**config.mk**
```make
export PLATFORM = sky130hd
export DESIGN_NAME = seq_mag_comp
export DESIGN_NICKNAME = d
export VERILOG_FILES = /design/src/rtl/seq_mag_comp.sv
export SDC_FILE = /design/constraint.sdc
export NUM_CORES = 1
export LEC_CHECK = 0
export BUFFER_PORTS_ARGS = -buffer_cell sky130_fd_sc_hd__buf_2
export CORE_MARGIN = 3
export CORE_UTILIZATION = 40
export DETAILED_ROUTE_END_ITERATION = 16
export PLACE_DENSITY = 0.59
export REMOVE_ABC_BUFFERS = 1
export SKIP_CTS_REPAIR_TIMING = 1
export SLEW_MARGIN = 20
export SYNTH_ARGS = -nofsm -noshare
export SYNTH_HDL_FRONTEND = slang
export SYNTH_SLANG_ARGS = --single-unit
```
**constraint.sdc**
```tcl
create_clock -name clk -period 3 [get_ports clk]
set_clock_uncertainty 0.2 [all_clocks]
set_input_delay 0.3 -clock clk [delete_from_list [all_inputs] [get_ports clk]]
set_output_delay 0.3 -clock clk [all_outputs]
set_load 0.02 [all_outputs]
```
**src/rtl/seq_mag_comp.sv**
```systemverilog
// Multi-cycle WIDTH-bit magnitude comparator (unsigned / two's complement), CHUNK bits per cycle, MSB first.
// Latency: WIDTH/CHUNK edges from accepted start to done; with SEQ_MAG_COMP_EARLY_EXIT_EN, first differing chunk index + 1.
// Backpressure: start is ignored while busy; lt/gt/eq hold until the next accepted start.
module seq_mag_comp #(
    parameter int WIDTH = 16,
    parameter int CHUNK = 4
) (
    input  logic             clk,
    input  logic             rst_n,
    input  logic             start,
    input  logic [WIDTH-1:0] a,
    input  logic [WIDTH-1:0] b,
    input  logic             signed_mode,
    output logic             busy,
    output logic             done,
    output logic             lt,
    output logic             gt,
    output logic             eq
);

    localparam int N    = WIDTH / CHUNK;
    localparam int IDXW = (N > 1) ? $clog2(N) : 1;
    localparam logic [WIDTH-1:0] MSB_MASK = WIDTH'(1) << (WIDTH - 1);

    typedef enum logic {IDLE, CMP} state_t;

    state_t           state;
    logic [WIDTH-1:0] a_q;
    logic [WIDTH-1:0] b_q;
    logic [IDXW-1:0]  idx;
    logic [WIDTH-1:0] a_sh;
    logic [WIDTH-1:0] b_sh;
    logic [CHUNK-1:0] a_c;
    logic [CHUNK-1:0] b_c;
    logic             chunk_ne;
    logic             chunk_lt;

    // Signed mode is folded in at capture: flipping the sign bit maps
    // two's complement onto offset binary, so every chunk compares unsigned.
    assign a_sh     = a_q >> (CHUNK * int'(idx));
    assign b_sh     = b_q >> (CHUNK * int'(idx));
    assign a_c      = a_sh[CHUNK-1:0];
    assign b_c      = b_sh[CHUNK-1:0];
    assign chunk_ne = (a_c != b_c);
    assign chunk_lt = (a_c < b_c);

`ifndef SEQ_MAG_COMP_EARLY_EXIT_EN
    logic diff_seen;
    logic diff_lt;
    logic fin_ne;
    logic fin_lt;

    // Most significant difference wins; a lower-chunk difference never overrides it.
    assign fin_ne = diff_seen | chunk_ne;
    assign fin_lt = diff_seen ? diff_lt : chunk_lt;
`endif

    always_ff @(posedge clk or negedge rst_n) begin
        if (!rst_n) begin
            state <= IDLE;
            a_q   <= '0;
            b_q   <= '0;
            idx   <= '0;
            busy  <= 1'b0;
            done  <= 1'b0;
            lt    <= 1'b0;
            gt    <= 1'b0;
            eq    <= 1'b0;
`ifndef SEQ_MAG_COMP_EARLY_EXIT_EN
            diff_seen <= 1'b0;
            diff_lt   <= 1'b0;
`endif
        end else begin
            done <= 1'b0;
            case (state)
                IDLE: begin
                    if (start) begin
                        a_q   <= signed_mode ? (a ^ MSB_MASK) : a;
                        b_q   <= signed_mode ? (b ^ MSB_MASK) : b;
                        idx   <= IDXW'(N - 1);
                        lt    <= 1'b0;
                        gt    <= 1'b0;
                        eq    <= 1'b0;
                        busy  <= 1'b1;
                        state <= CMP;
`ifndef SEQ_MAG_COMP_EARLY_EXIT_EN
                        diff_seen <= 1'b0;
                        diff_lt   <= 1'b0;
`endif
                    end
                end
                CMP: begin
`ifdef SEQ_MAG_COMP_EARLY_EXIT_EN
                    if (chunk_ne || idx == '0) begin
                        lt    <= chunk_ne & chunk_lt;
                        gt    <= chunk_ne & ~chunk_lt;
                        eq    <= ~chunk_ne;
                        busy  <= 1'b0;
                        done  <= 1'b1;
                        state <= IDLE;
                    end else begin
                        idx <= idx - 1'b1;
                    end
`else
                    if (chunk_ne && !diff_seen) begin
                        diff_seen <= 1'b1;
                        diff_lt   <= chunk_lt;
                    end
                    if (idx == '0) begin
                        lt    <= fin_ne & fin_lt;
                        gt    <= fin_ne & ~fin_lt;
                        eq    <= ~fin_ne;
                        busy  <= 1'b0;
                        done  <= 1'b1;
                        state <= IDLE;
                    end else begin
                        idx <= idx - 1'b1;
                    end
`endif
                end
                default: state <= IDLE;
            endcase
        end
    end

endmodule

```
==> results of run 1 <==
[power groups by stage]
stage | sequential, mW | combinational (mW) | clock, mW
after floorplan | 1.04 | 0.927 | 0
final | 1.08 | 1.16 | 0.358
after global routing | 1.13 | 1.29 | 0.391
after CTS | 1.09 | 1.17 | 0.368
after global placement | 1.09 | 1.12 | 0
after detailed placement | 1.09 | 1.17 | 0
[per-layer routing]
layer / routed length (um) / share of wire
met3: 231 / 0.064
met5: 0 / 0
met4: 49 / 0.014
met1: 1660 / 0.46
met2: 1690 / 0.47
[logic make-up after synthesis]
kind of cell / count (synthesis)
xor gates and xnor gates: 3
muxes: 38
AOI/OAI and AO/OA: 19
buffers and inverters: 18
adders and majority gates: 5
DFF: 42
and+or+nand+nor: 21
[cell type report]
class / count / share of cell area
Tap cell: 67 / 0.0352
Inverter: 10 / 0.0157
Timing Repair Buffer: 40 / 0.0840
Multi-Input combinational cell: 86 / 0.390
Clock buffer: 6 / 0.0346
Sequential cell: 42 / 0.441
[state kept, by name, indices dropped and copies added, names as in the netlist]
register and cells:
state 1, eq 1, a_q 16, busy 1
b_q 16, idx 2, done 1, diff_lt 1
lt 1, diff_seen 1, gt 1
[worst reg2reg max path, cell delays in order, from the launching register on]
cell	delay (ns)
dfrtp_1	0.71
mux4_2	0.59
ha_1	0.34
a41oi_1	0.37
nor2_1	0.09
a21oi_1	0.14
o21ai_0	0.10
[through the flow]
stage | worst slack (ns) | util
6_report | 0.330 | 0.485
5_1_grt | 0.134 | 0.485
4_1_cts | 0.301 | 0.485
3_5_place_dp | 0.327 | 0.469
3_3_place_gp | 0.442 | 0.469
2_1_floorplan | 0.611 | -
[how the worst max path moves through the flow]
stage | slack (ns) | startpoint | end
4_1_cts | 0.30 | idx[0] | diff_lt
5_1_grt | 0.13 | idx[0] | diff_lt
3_5_place_dp | 0.33 | idx[0] | diff_lt
6_report | 0.33 | idx[0] | diff_lt
2_1_floorplan | 0.61 | idx[0] | diff_lt
3_3_place_gp | 0.44 | idx[0] | diff_lt
[synthesized netlist by cell type, drive strengths merged]
library cell  instances
a21oi                 8
a22o                  1
a22oi                 3
a31o                  1
a41oi                 1
and2                  1
buf                   8
dfrtp                42
ha                    5
inv                  10
mux2                 30
mux4                  8
nand2                 7
nand2b                1
nand3                 1
nor2                 10
nor3                  1
o21ai                 4
o22ai                 1
xnor2                 2
xor2                  1
==> results.tsv, run 1 <==
metric	value	unit
run_status	finished, violations left	
violations	negative hold slack	
met1_usage	0.176	
ys_ff_latch	42	
vias	1263	
clock_power_share	0.138	
dp_hpwl	2660	um
path_depth	6	
ff2ff_setup_slack	0.33	ns
seqPwrFrac	0.415	
critPathSlowestCell	dfrtp_1	
cts_tree	yes	
reg2reg_to	diff_lt	
grt_pass1_vias	1382	
power_density	1090	nW/um2
place.gp.congestion	0.778	
startpoint_type	register	
dpl_cell_area	2300	um2
clk_path_buf_depth	2	
wl_per_cell	14.4	um
viasPerCell	5.03	
die_area	6180	um2
coreArea	4910	um2
r2r-start	idx[0]	
ant_nets	0	
avgSynthCellArea	14.4	um2
synth-compound-area-share	0.0563	
finalHoldViolations	42	
cap_violations	0	
final_cell_mix	dfrtp_1 (42), buf_2 (40), mux2_4 (24)	
wl	3620	um
grt_busiest_layer	met2	
crit_fanout	10	
synth_top_area_frac	0.498	
grt_setup_unrepaired	false	
num_antenna_cells	0	
area_growth	13.0	%
grt_use_total	0.134	
synthXorXnorAreaFrac	0.0125	
cts_root_buf	clkbuf_8	
yosys-top-cells-area	dfrtp_1 (50%), mux2_4 (17%), mux4_2 (8.5%), mux2_2 (3.2%), ha_1 (3.0%)	
fp.dieH	78.6	um
hold_class	primary input to async pin	
multi_input_area	928	um2
cp_cell_sequence	mux4_2 > ha_1 > a41oi_1 > nor2_1 > a21oi_1 > o21ai_0	
internal_power	1.71	mW
final_area	2380	um2
cts_max_level	2	
p_comb_frac	0.447	
r2r_cells	6	
die_w	78.6	um
final_common_cell	dfrtp_1	
clock_latency	0.29	ns
slew_viol_final	0	
crit_family	flip-flops	
leakagePower	1.13	nW
critPathArrivalTime	2.63	ns
crit_buf_inv	0	
worst_ep_required_time	2.96	ns
tns	0	ns
setup_viol	0	
ff_latch_area	1050	um2
port_buffers	40	
grt_pass1_wl	6440	um
fmax	375	MHz
grt_util_met2	0.205	
synth_mux_area_frac	0.288	
cts-buffers-inserted	5	
cts.reportedPaths.clkPinSlew	0.08	ns
grt.met3_usage	0.0482	
drc	0	
rows	25	
vdd_drop_max	0.378	mV
swShare	0.340	
synth_top_cell_by_area	dfrtp_1	
p_sw	883	uW
ys_types	29	
slowest_delay	0.71	ns
ys_warn_count	0	
drive_above_1_share	0.489	
start_util	0.430	
slew_headroom	0.393	
crit_path_end_kind	register	
worstSetupPathType	register to register	
finalPower	2.59	mW
ys_seq_area_frac	0.498	
hold_slack	-0.0632	ns
drt_iter0_markers	53	
synth_top_family_by_area	multiplexers	
dp_cells	245	
period_minus_slack	2.67	ns
synth_cells	146	
antenna_found_initial	0	
syn-cell-area	2110	um2
final_cells	251	
synth_simple_gate_area_frac	0.0534	
grt_start_max_net_pins	43	
dr.pass1.iters	4	
clock-sinks	42	
worst_pin_slew	0.910	ns
gr-total-overflow	0	
ios	41	
layout.nets	226	
yosys.area_share.adder	0.0297	
timing.final.crit_share	0.890	
fillerInstances	472	
(Power assumes the default switching activity.)
==> run 2: changes to the inputs <==
--- a/config.mk
+++ b/config.mk
@@ -5,11 +5,11 @@
 export SDC_FILE = /design/constraint.sdc
 export NUM_CORES = 1
 export LEC_CHECK = 0
-export BUFFER_PORTS_ARGS = -buffer_cell sky130_fd_sc_hd__buf_2
 export CORE_MARGIN = 3
 export CORE_UTILIZATION = 40
 export DETAILED_ROUTE_END_ITERATION = 16
-export PLACE_DENSITY = 0.59
+export DONT_BUFFER_PORTS = 1
+export PLACE_DENSITY = 0.61
 export REMOVE_ABC_BUFFERS = 1
 export SKIP_CTS_REPAIR_TIMING = 1
 export SLEW_MARGIN = 20
==> run 2 against run 1 <==
Compared with the run above: the run still ends with negative hold slack left; via count fell by 2.3%; sequential power barely moved; global-route usage fell by 0.93 points; first-iteration DRC count shrank 1.9%; core utilization up 3.0 points.
==> results.tsv, run 2 (synthesis results as in run 1) <==
metric	value	unit	change
run_status	finished, violations left		
violations	negative hold slack		
leakagePower	1.11	nW	-1.4%
start_util	0.430		unchanged
final_util	0.515		+0.0296
final_cell_mix	dfrtp_1 (42), dlygate4sd3_1 (31), mux2_4 (24)		
die_area	6180	um2	unchanged
crit_path_end_kind	register		
grt_use_total	0.124		-0.00927
clock_power_share	0.134		-0.004
clock-sinks	42		unchanged
die_w	78.6	um	unchanged
ios	41		unchanged
period_minus_slack	2.52	ns	-0.150 ns
cts_root_buf	clkbuf_8		
dr.pass1.iters	4		unchanged
slew_headroom	0.500		+0.106
r2r_cells	7		+1
seqPwrFrac	0.427		+0.012
rows	25		unchanged
worst_ep_required_time	2.96	ns	about the same
power_density	1020	nW/um2	-6.2%
ant_nets	0		unchanged
fp.dieH	78.6	um	unchanged
gr-total-overflow	0		unchanged
hold_path.startpoint	start		
area_growth	19.9	%	
final_cells	244		-2.8%
internal_power	1.72	mW	+0.40%
p_sw	865	uW	-2.1%
drive_above_1_share	0.294		-0.195
dp_cells	206		-16%
vias	1234		-2.3%
dp_hpwl	2580	um	-2.8%
cts_tree	yes		
grt_pass1_wl	5970	um	-7.4%
hold_slack	-0.0150	ns	+0.0483 ns
worst_pin_slew	0.750	ns	-0.159 ns
grt_setup_unrepaired	false		
setup_viol	0		unchanged
finalHoldViolations	1		-98%
final_common_cell	dfrtp_1		
cap_violations	0		unchanged
cts_max_level	2		unchanged
cts.reportedPaths.clkPinSlew	0.07	ns	about the same
r2r-start	idx[0]		
grt_pass1_vias	1208		-13%
cts-buffers-inserted	5		unchanged
swShare	0.335		-0.00568
clk_path_buf_depth	2		unchanged
port_buffers	0		-100%
wl	3610	um	-0.47%
wl_per_cell	14.8	um	+2.4%
p_comb_frac	0.439		-0.008
dpl_cell_area	2110	um2	-8.4%
vdd_drop_max	0.396	mV	+4.5%
antenna_found_initial	0		unchanged
timing.final.crit_share	0.840		-0.0500
slew_viol_final	0		unchanged
critPathArrivalTime	2.48	ns	-0.15 ns
drc	0		unchanged
drt_iter0_markers	52		-1.9%
startpoint_type	register		
crit_fanout	7		-3
grt_start_max_net_pins	43		unchanged
worstSetupPathType	register to register		
hold_class	primary input to register		
finalPower	2.58	mW	-0.46%
coreArea	4910	um2	unchanged
final_area	2530	um2	+6.1%
tns	0	ns	unchanged
place.gp.congestion	0.787		+1.1%
top_regs	a_q (16), b_q (16), idx (2)		
crit_start	idx[0]		
viasPerCell	5.06		+0.51%
whs_path_depth	2		
layout.nets	219		-3.1%
clock_latency	0.28	ns	about the same
fmax	397	MHz	+6.0%
num_antenna_cells	0		unchanged
run 2: cell type report:
type | instances | area, um2
Fill cell | 415 | 2380
Multi-Input combinational cell | 86 | 928
Timing Repair Buffer | 33 | 345
Clock buffer | 6 | 82.6
Tap cell | 67 | 83.8
Sequential cell | 42 | 1050
Inverter | 10 | 37.5
run 2: stage by stage:
step | hold WS [ns] | setup WS, ns
4_1_cts | -0.507 | 0.449
2_1_floorplan | -0.196 | 0.611
6_report | -0.0150 | 0.480
3_3_place_gp | -0.194 | 0.536
5_1_grt | 0.000448 | 0.194
3_5_place_dp | -0.195 | 0.481
run 2: worst max-delay path: stages, from the launching register on:
cell and delay, ns:
dfrtp_1 0.46, buf_4 0.23, mux4_2 0.51, ha_1 0.34, a41oi_1 0.38, nor2_1 0.09, a21oi_1 0.11, o21ai_0 0.09
run 2: per-layer routing:
metal	wire length [um]	vias to the layer above	global-route usage
li1	-	579	-
met1	1630	605	0.167
met2	1700	46	0.184
met3	259	4	0.0573
met4	18	0	0.0262
met5	0	-	0
run 2: worst paths after layout:
| path | to | slack, ns |
|---|---|---|
| hold reg to reg | a_q[2] | 0.31 |
| setup reg to reg | diff_lt | 0.48 |
| setup / recovery | diff_lt | 0.48 |
| max in group asynchronous | b_q[11] | 2.10 |
| hold / removal | state | -0.01 |
| min in group asynchronous | lt | 0.32 |
run 2: power by group through the flow:
stage                     clock network (mW)  logic, mW  registers [mW]
after floorplan                            0      0.927            1.04
after global placement                     0       1.05            1.11
after detailed placement                   0       1.10            1.12
after CTS                              0.360       1.10            1.11
after global routing                   0.383       1.28            1.15
final                                  0.346       1.13            1.10
